### config.mk
export PLATFORM = sky130hd
export DESIGN_NAME = alarm_scheduler
export DESIGN_NICKNAME = d
export VERILOG_FILES = /design/src/rtl/alarm_scheduler_pkg.sv /design/src/rtl/alarm_slot_bank.sv /design/src/rtl/alarm_scheduler.sv
export SDC_FILE = /design/constraint.sdc
export NUM_CORES = 1
export LEC_CHECK = 0
export BUFFER_PORTS_ARGS = -buffer_cell sky130_fd_sc_hd__buf_2
export CORE_MARGIN = 3
export CORE_UTILIZATION = 30
export DETAILED_ROUTE_END_ITERATION = 6
export PLACE_DENSITY = 0.57
export SLEW_MARGIN = 20
export SYNTH_ARGS = -nofsm -noshare
export SYNTH_HDL_FRONTEND = slang
export SYNTH_SLANG_ARGS = --single-unit
export TNS_END_PERCENT = 5
### constraint.sdc
create_clock -name clk -period 9 [get_ports clk]
set_clock_uncertainty 0.2 [all_clocks]
set_input_delay 1.35 -clock clk [delete_from_list [all_inputs] [get_ports clk]]
set_output_delay 1.35 -clock clk [all_outputs]
set_load 0.1 [all_outputs]
### src/rtl/alarm_scheduler_pkg.sv
// Shared types and defaults for the alarm scheduler.
// State encoding plus default slot count and stamp width.
package alarm_scheduler_pkg;

    typedef enum logic [1:0] {
        IDLE,
        RING,
        SNOOZE
    } state_t;

    localparam int STAMP_W_DEF = 64;
    localparam int N_ALARM_DEF = 3;

endpackage

### src/rtl/alarm_slot_bank.sv
// Alarm stamp/armed storage with write port, read mux and match compare.
// A write to a slot suppresses that slot's match in the same cycle.
import alarm_scheduler_pkg::*;

module alarm_slot_bank #(
    parameter int N_ALARM = N_ALARM_DEF,
    parameter int STAMP_W = STAMP_W_DEF
) (
    input  logic               clk,
    input  logic               rst_n,
    input  logic               tick,
    input  logic [STAMP_W-1:0] counter,
    input  logic               wr_en,
    input  logic [1:0]         wr_slot,
    input  logic [STAMP_W-1:0] wr_stamp,
    input  logic               wr_arm,
    input  logic [1:0]         rd_slot,
    output logic [STAMP_W-1:0] rd_stamp,
    output logic               rd_armed,
    output logic [N_ALARM-1:0] match
);

    logic [STAMP_W-1:0] stamp [N_ALARM];
    logic [N_ALARM-1:0] armed;
    logic [N_ALARM-1:0] wr_hit;

    always_comb begin
        wr_hit = '0;
        match  = '0;
        for (int i = 0; i < N_ALARM; i++) begin
            wr_hit[i] = wr_en && (wr_slot == 2'(i));
            match[i]  = tick && armed[i] && (stamp[i] == counter) && !wr_hit[i];
        end
    end

    always_comb begin
        rd_stamp = '0;
        rd_armed = 1'b0;
        for (int i = 0; i < N_ALARM; i++) begin
            if (rd_slot == 2'(i)) begin
                rd_stamp = stamp[i];
                rd_armed = armed[i];
            end
        end
    end

    always_ff @(posedge clk) begin
        if (!rst_n) begin
            for (int i = 0; i < N_ALARM; i++) begin
                stamp[i] <= '0;
            end
            armed <= '0;
        end else begin
            for (int i = 0; i < N_ALARM; i++) begin
                if (wr_hit[i]) begin
                    stamp[i] <= wr_stamp;
                    armed[i] <= wr_arm;
                end else if (match[i]) begin
                    armed[i] <= 1'b0;
                end
            end
        end
    end

endmodule

### src/rtl/alarm_scheduler.sv
// One-shot alarm scheduler: pending queue, lowest-index service order,
// and the ring/snooze burst state machine driving the buzzer.
import alarm_scheduler_pkg::*;

module alarm_scheduler #(
    parameter int N_ALARM     = N_ALARM_DEF,
    parameter int STAMP_W     = STAMP_W_DEF,
    parameter int RING_SECS   = 5,
    parameter int SNOOZE_SECS = 10,
    parameter int MAX_BURSTS  = 3
) (
    input  logic               clk,
    input  logic               rst_n,
    input  logic               tick,
    input  logic [STAMP_W-1:0] counter,
    input  logic               wr_en,
    input  logic [1:0]         wr_slot,
    input  logic [STAMP_W-1:0] wr_stamp,
    input  logic               wr_arm,
    input  logic [1:0]         rd_slot,
    output logic [STAMP_W-1:0] rd_stamp,
    output logic               rd_armed,
    input  logic               cancel,
    input  logic               snooze,
    output logic               ring,
    output logic [1:0]         ring_slot,
    output logic [N_ALARM-1:0] pending
);

    localparam int SEC_MAX = (RING_SECS > SNOOZE_SECS) ? RING_SECS : SNOOZE_SECS;
    localparam int SEC_W   = (SEC_MAX < 2) ? 1 : $clog2(SEC_MAX);
    localparam int BURST_W = $clog2(MAX_BURSTS + 1);

    localparam logic [SEC_W-1:0]   RING_LAST   = SEC_W'(RING_SECS - 1);
    localparam logic [SEC_W-1:0]   SNOOZE_LAST = SEC_W'(SNOOZE_SECS - 1);
    localparam logic [BURST_W-1:0] BURST_LAST  = BURST_W'(MAX_BURSTS - 1);

    state_t             state;
    logic [SEC_W-1:0]   sec_cnt;
    logic [BURST_W-1:0] burst_cnt;

    logic [N_ALARM-1:0] match;
    logic [N_ALARM-1:0] wr_mask;
    logic [N_ALARM-1:0] avail;
    logic [N_ALARM-1:0] take;
    logic [1:0]         sel_idx;
    logic               sel_valid;
    logic               stop;
    logic               burst_end;

    alarm_slot_bank #(
        .N_ALARM (N_ALARM),
        .STAMP_W (STAMP_W)
    ) u_bank (
        .clk      (clk),
        .rst_n    (rst_n),
        .tick     (tick),
        .counter  (counter),
        .wr_en    (wr_en),
        .wr_slot  (wr_slot),
        .wr_stamp (wr_stamp),
        .wr_arm   (wr_arm),
        .rd_slot  (rd_slot),
        .rd_stamp (rd_stamp),
        .rd_armed (rd_armed),
        .match    (match)
    );

    // A write to a slot drops its pending bit, so it is never selected.
    always_comb begin
        wr_mask = '0;
        for (int i = 0; i < N_ALARM; i++) begin
            wr_mask[i] = wr_en && (wr_slot == 2'(i));
        end
        avail     = pending & ~wr_mask;
        sel_valid = |avail;
        sel_idx   = '0;
        for (int i = N_ALARM - 1; i >= 0; i--) begin
            if (avail[i]) sel_idx = 2'(i);
        end
        take      = (state == IDLE) ? (avail & (~avail + N_ALARM'(1))) : '0;
        stop      = cancel || (wr_en && (wr_slot == ring_slot));
        burst_end = snooze || (tick && (sec_cnt == RING_LAST));
    end

    always_ff @(posedge clk) begin
        if (!rst_n) begin
            state     <= IDLE;
            ring      <= 1'b0;
            ring_slot <= '0;
            pending   <= '0;
            sec_cnt   <= '0;
            burst_cnt <= '0;
        end else begin
            pending <= (pending | match) & ~wr_mask & ~take;
            unique case (state)
                IDLE: begin
                    if (sel_valid) begin
                        ring_slot <= sel_idx;
                        sec_cnt   <= '0;
                        burst_cnt <= '0;
                        ring      <= 1'b1;
                        state     <= RING;
                    end
                end
                RING: begin
                    if (stop) begin
                        ring  <= 1'b0;
                        state <= IDLE;
                    end else if (burst_end) begin
                        sec_cnt   <= '0;
                        burst_cnt <= burst_cnt + BURST_W'(1);
                        ring      <= 1'b0;
                        state     <= (burst_cnt == BURST_LAST) ? IDLE : SNOOZE;
                    end else if (tick) begin
                        sec_cnt <= sec_cnt + SEC_W'(1);
                    end
                end
                SNOOZE: begin
                    if (stop) begin
                        state <= IDLE;
                    end else if (tick) begin
                        if (sec_cnt == SNOOZE_LAST) begin
                            sec_cnt <= '0;
                            ring    <= 1'b1;
                            state   <= RING;
                        end else begin
                            sec_cnt <= sec_cnt + SEC_W'(1);
                        end
                    end
                end
                default: begin
                    ring  <= 1'b0;
                    state <= IDLE;
                end
            endcase
        end
    end

endmodule

==> metrics.txt, run 1 <==
initial antenna violation count=7; clock root cell=clkbuf_16; Setup violations, final=0; Worst Path Max Fanout=66; Max Buffers Root-to-Sink=3; Net count, final=around 1400; ys async rst share=0%; Critical Path RT=approximately 7500 ps; P per Cell Area=211 nW/um^2; final worst slack=3630 ps; Initial Utilization=a little under a third; Post-Synth Adder-Cell Area=0.880%; die height=201 microns; critical path cell sequence=buf_2, buf_4, nor2b_4, buf_4, nand2_1, o21ai_0, buf_2; setup repair bufs after CTS=0; Final period util=slightly below 60%; pin count of the biggest net entering global routing=67; share of cells above drive strength 1=between 20% and 30%; CP Class=in -> out; clock sink count=209; Crit path largest cell delay=approximately 630 ps; Routed wire per std cell=approximately 25 microns; post-synth cell types=71; flops & latches, synth=between 200 and 250; worst slew pin tran=roughly 1100 ps; H-tree depth=1; Slew headroom=30.0%; slowest CP cell=buf_4; Compound-Gate Fraction of Synth Area=9.46%; Die Area=about 40000 sq um; Synth Area in XOR/XNOR=between 10% and 20%; vias in the first global route=between 9000 and 10000; Setup crit start kind=input pin; detailed router's first-iteration violation count=618; main combinational cell family by area after synthesis=simple AND/OR/NAND/NOR gates; Setup crit end kind=output pin; Ys Warns=0; routability cong.=0.993; CP Data Arrival Time=3820 ps; setup tns final=0 ps; num rows=70; Synth Net Count=approximately 1100; via count=8823; Post-Route WL=around 43 mm; Multi-input gate area=4990 sq um; GRT Overall Usage=20.7%; Die Span X=roughly 200 microns; CORE AREA=37000 sq um; CTS tree=yes; I/O pin count=210; worst-skew pair later-pin latency=520 ps; Post-synth top flop=edfxtp_1; Area Growth Syn to Fin=21.5%; first-pass GRT wire length=a little over 60 mm; status=finished, final reports clean; 1st-pass router iterations=5; DP Area=approximately 13000 sq um; register area=between 6000 and 7000 sq um; Pleak=around 5.3 nW; total CTS buffers=24; Post-DP HPWL=~34 mm; mean cell area of the mapped netlist=roughly 11 sq um; Min Clock Period, post-route=5370 ps; Cells after Synth=between 900 and 1000; worst-case vdd ir drop=~0.12 mV; HP Class=reg -> reg; Synth Area in Simple Gates=16.7%; Place WS=3640 ps; EDFF count, synth=between 150 and 200; Final Slew Violations=0; total grt overflow=0; max cap viols=0; Fillers=approximately 3800; Reg clk slew, reported paths=~60 ps; Seq/Total Area, Yosys=a little over half; drt drc=0; RSZ-0062 raised after global routing=false; Final Hold Fails=0; netlist area before placement=11400 sq um; hold buffers post-CTS=0; final instance area=about 14000 sq um; ANT nets after route=0; post-cts resize count=0; fmax=~190 MHz; number of port buffers=209; multiplexer share of the synthesized area=6.08%; via/cell ratio=approximately 5
[state kept, by name, indices dropped and copies added (netlist names)]
name and cells:
u_bank.stamp 192, sec_cnt 4, pending 3, u_bank.armed 3
burst_cnt 2, ring_slot 2, state 2, ring 1
[final timing paths]
| kind | to | depth (start not counted) | startpoint | slack (ps) |
|---|---|---|---|---|
| max | rd_stamp[61] | 7 | rd_slot[1] | 3630 |
| min | burst_cnt[0]$_SDFFE_PN0P_ | 2 | burst_cnt[0]$_SDFFE_PN0P_ | 260 |
| max reg2reg | u_bank.armed[2]$_SDFFE_PN0P_ | 6 | u_bank.stamp[0][156]$_DFFE_PP_ | 6010 |
| min reg2reg | burst_cnt[0]$_SDFFE_PN0P_ | 2 | burst_cnt[0]$_SDFFE_PN0P_ | 260 |
[Yosys cell counts, types with 3 or more instances]
cell type	instances	area, sq um
a2111o_1	3	33.8
a2111oi_0	5	43.8
a21oi_1	10	50.1
a22o_1	3	26.3
and2_1	64	400
and3_1	4	25.0
buf_1	4	15.0
clkbuf_1	26	97.6
dfxtp_1	17	340
edfxtp_1	192	5770
ha_1	8	100
inv_1	41	154
inv_2	3	11.3
mux2i_1	68	681
nand2_1	92	345
nand2b_1	52	325
nand3_1	12	60.1
nand4_1	30	188
nor2_1	17	63.8
nor2b_1	16	100
nor3_1	8	40.0
nor4_1	27	169
o2111ai_1	18	158
o21a_1	5	37.5
o21ai_0	70	350
o221ai_1	3	26.3
o22ai_1	14	87.6
xnor2_1	79	692
xnor2_2	3	48.8
xor2_1	51	447
[through the flow]
step	util, %	cells	total power, mW	hold slack [ps]
floorplan	-	997	1.68	237
global placement	35.2	1684	1.92	244
detailed placement	35.2	1684	1.92	252
CTS	37.4	1726	2.93	260
global route	37.4	1727	3.01	296
finish	37.4	1728	2.91	256
[cells in the final DEF (no fill, tap or decap), types with 5 or more instances in the layout]
master and count:
dfxtp_1 17, buf_4 9, clkbuf_16 25, o2111ai_1 18
edfxtp_1 192, xor2_1 51, o22ai_1 14, ha_1 8
nand2b_1 52, buf_2 208, nor4_1 27, nand2_1 90
nor2b_1 15, nor2_1 17, and2_1 64, nor3_1 8
o21a_1 5, mux2i_1 68, a21oi_1 9, inv_1 41
nand4_1 30, nand3_1 12, a2111oi_0 5, o21ai_0 69
xnor2_1 79
[layout make-up]
class	instances	area share [%]
tap	504	4.56
antenna	2	0.0362
clock inverter	14	1.28
sequential	209	44.2
inverter	44	1.19
timing repair buffer	217	8.02
multi-input combinational	710	36.1
clock buffer	28	4.61
[kinds of logic (layout without fill, tap and decap cells)]
kind of cell | Yosys count | after routing
other cells | 0 | 2
compound gates | 156 | 156
flops | 209 | 209
fa+ha+maj | 8 | 8
mux | 69 | 69
buf+inv | 78 | 303
xor+xnor | 133 | 133
simple gates | 344 | 344
[per-layer routing]
| metal | vias up | global-route usage [%] | wire, microns |
|---|---|---|---|
| met5 | - | 0 | 75 |
| met4 | 10 | 5.12 | 1050 |
| met3 | 64 | 3.49 | 3070 |
| met2 | 367 | 34.9 | 20400 |
| met1 | 4321 | 28.0 | 18700 |
| li1 | 4061 | - | - |
[worst max-delay path, delay by kind of cell]
| kind | cells | cell delay (ps) |
|---|---|---|
| AOI/OAI and AO/OA | 1 | 210 |
| and+or+nand+nor | 2 | 390 |
| buffers and inverters | 4 | 1780 |
[power breakdown]
part / switching (mW) / internal (mW) / leakage [nW] / total [mW]
Combinational: 0.509 / 0.169 / 2.86 / 0.678
Sequential: 0.0709 / 1.15 / 2.03 / 1.22
Clock: 0.394 / 0.619 / 0.399 / 1.01
Total: 0.974 / 1.94 / 5.28 / 2.91
Power figures use the tool's default switching activity.
==> run 2, diff against run 1 <==
Clock period 9 ns to 5.55 ns, I/O delays scaled along.
==> metrics.txt, run 2 (same netlist as run 1, synthesis figures left out) <==
status=finished, final reports clean; max cap viols=0 (unchanged); Final period util=between 70 and 80%; GR Util met3=4.23% (+0.75 points); slowest CP cell=buf_4; share of cells above drive strength 1=22.6% (+0.13 points); pin count of the biggest net entering global routing=66 (-1.5%); Critical Path RT=4520 ps (-2930 ps); Reg clk slew, reported paths=60 ps (about the same); crit-path leading delay family=buffers and inverters; CP Class=in -> out; 1st-pass router iterations=6 (+1); Die Area=40300 sq um (unchanged); via/cell ratio=5.16 (+1.1%); P_sw=1.59 mW (+63%); H-tree depth=1 (unchanged); Post-DP HPWL=34.0 mm (+0.28%); worst slew pin tran=1060 ps (+7.43 ps); Post-Route WL=43.6 mm (+0.48%); Max Buffers Root-to-Sink=3 (unchanged); most common cell after layout, fill and taps aside=buf_2; Crit path buffers/inverters=3 (-1); Final Core Density=37.3% (-0.14 points); hold buffers post-CTS=0 (unchanged); drt drc=0 (unchanged); met2 usage=34.9% (about the same); Routed wire per std cell=25.2 microns (+0.36%); worst-case vdd ir drop=0.187 mV (+51%); final instance area=13800 sq um (-0.37%); share of power burned in the clock network=32.6% (-2.2 points); num rows=70 (unchanged); GRT Overall Usage=20.9% (+0.20 points); Worst Path Max Fanout=41 (-38%); Top reg by flops=u_bank.stamp; RSZ-0062 raised after global routing=false; die height=201 microns (unchanged); Setup violations, final=0 (unchanged); Initial Utilization=30.8% (unchanged); routability cong.=1.00 (+0.97%); clock sink count=209 (unchanged); clock root cell=clkbuf_16; total grt overflow=0 (unchanged); CORE AREA=37000 sq um (unchanged); initial antenna violation count=6 (-1); ANT nets after route=0 (unchanged); worst-skew pair later-pin latency=540 ps (+20 ps); Net count, final=1353 (unchanged); post-cts resize count=0 (unchanged); vias in the first global route=9053 (-0.30%); Min Clock Period, post-route=just over 4000 ps; number of port buffers=209 (unchanged); via count=8934 (+1.3%); commonest cells after routing, fill and taps aside=buf_2 (208), edfxtp_1 (192), nand2_1 (90); setup repair bufs after CTS=0 (unchanged); detailed router's first-iteration violation count=684 (+11%); CP Data Arrival Time=2990 ps (-830 ps); CTS tree=yes; setup tns final=0 ps (unchanged); met1 GRT Util=28.4% (+0.41 points); Slew headroom=29.5% (-0.50 points); most used routing layer=met2; Setup crit start kind=input pin; switching fraction of total power=34.7% (+1.3 points); I/O pin count=210 (unchanged); Die Span X=201 microns (unchanged); P per Cell Area=332 nW/um^2 (+58%); critical path cell sequence=buf_4, buf_4, mux2i_1, o21ai_0, buf_2; total CTS buffers=24 (unchanged); DP Area=13000 sq um (+0.19%); largest registers=u_bank.stamp (192), sec_cnt (4); Combinational Power Share=24.1% (+0.8 points); fmax=~250 MHz; Pint=2.99 mW (+54%); Setup crit end kind=output pin; cell mode on critical path=buf_4; Final Hold Fails=0 (unchanged); Crit path largest cell delay=610 ps (-20 ps); Area Growth Syn to Fin=21.1%; first-pass GRT wire length=62.4 mm (+0.87%); Final Slew Violations=0 (unchanged); register share of total power=43.3% (+1.3 points); HP Class=reg -> reg; max FFs per register=192 (unchanged); Pleak=5.26 nW (-0.52%)
run 2: cell types whose count changed in the layout (fill, tap and decap cells not counted), sizes merged:
cell / delta
clkinv: +4
bufinv: -3
clkinvlp: +2
clkbuf: -1
run 2: power groups by stage:
| stage | Combinational, mW | Clock [mW] | Sequential [mW] |
|---|---|---|---|
| 3_5_place_dp | 1.10 | 0 | 2.01 |
| 4_1_cts | 1.11 | 1.52 | 1.98 |
| 2_1_floorplan | 0.746 | 0 | 1.98 |
| 6_report | 1.10 | 1.49 | 1.98 |
| 3_3_place_gp | 1.10 | 0 | 2.01 |
| 5_1_grt | 1.16 | 1.58 | 1.99 |
run 2: metal layers:
metal  part of all wire, %  routed length (microns)  vias to the layer above
li1                      -                        -                     4066
met1                    43                    18700                     4432
met2                    47                    20600                      369
met3                   7.4                     3210                       57
met4                   2.1                      932                       10
met5                  0.15                       64                        -
run 2: final cells by class:
type                       count  area, sq um
tap                          504          631
inverter                      44          165
sequential                   209         6110
antenna                        2         5.00
timing repair buffer         217         1130
clock buffer                  27          612
clock inverter                17          125
fill                        3769        23200
multi-input combinational    710         4990
run 2: per-stage QoR:
stage | hold WS, ps | total power [mW] | instances | setup slack, ps
finish | 262 | 4.58 | 1730 | 1520
global route | 303 | 4.73 | 1728 | 1450
CTS | 269 | 4.60 | 1728 | 1500
detailed placement | 261 | 3.11 | 1684 | 1510
global placement | 243 | 3.11 | 1684 | 1520
floorplan | 237 | 2.73 | 997 | 760
run 2: worst reg2reg max path, stage by stage, from the launching register on:
cell and delay [ps]:
edfxtp_1 410, xnor2_1 640, nand4_1 220, or4_1 630, nor4_2 360, a21oi_1 120, o21a_1 190
run 2: worst paths after layout:
| kind | start | endpoint | slack (ps) | depth (start not counted) |
|---|---|---|---|---|
| min | burst_cnt[0]$_SDFFE_PN0P_ | burst_cnt[0]$_SDFFE_PN0P_ | 260 | 2 |
| max reg2reg | u_bank.stamp[0][156]$_DFFE_PP_ | u_bank.armed[2]$_SDFFE_PN0P_ | 2690 | 6 |
| min reg2reg | burst_cnt[0]$_SDFFE_PN0P_ | burst_cnt[0]$_SDFFE_PN0P_ | 260 | 2 |
| max | rd_slot[0] | rd_stamp[46] | 1520 | 5 |
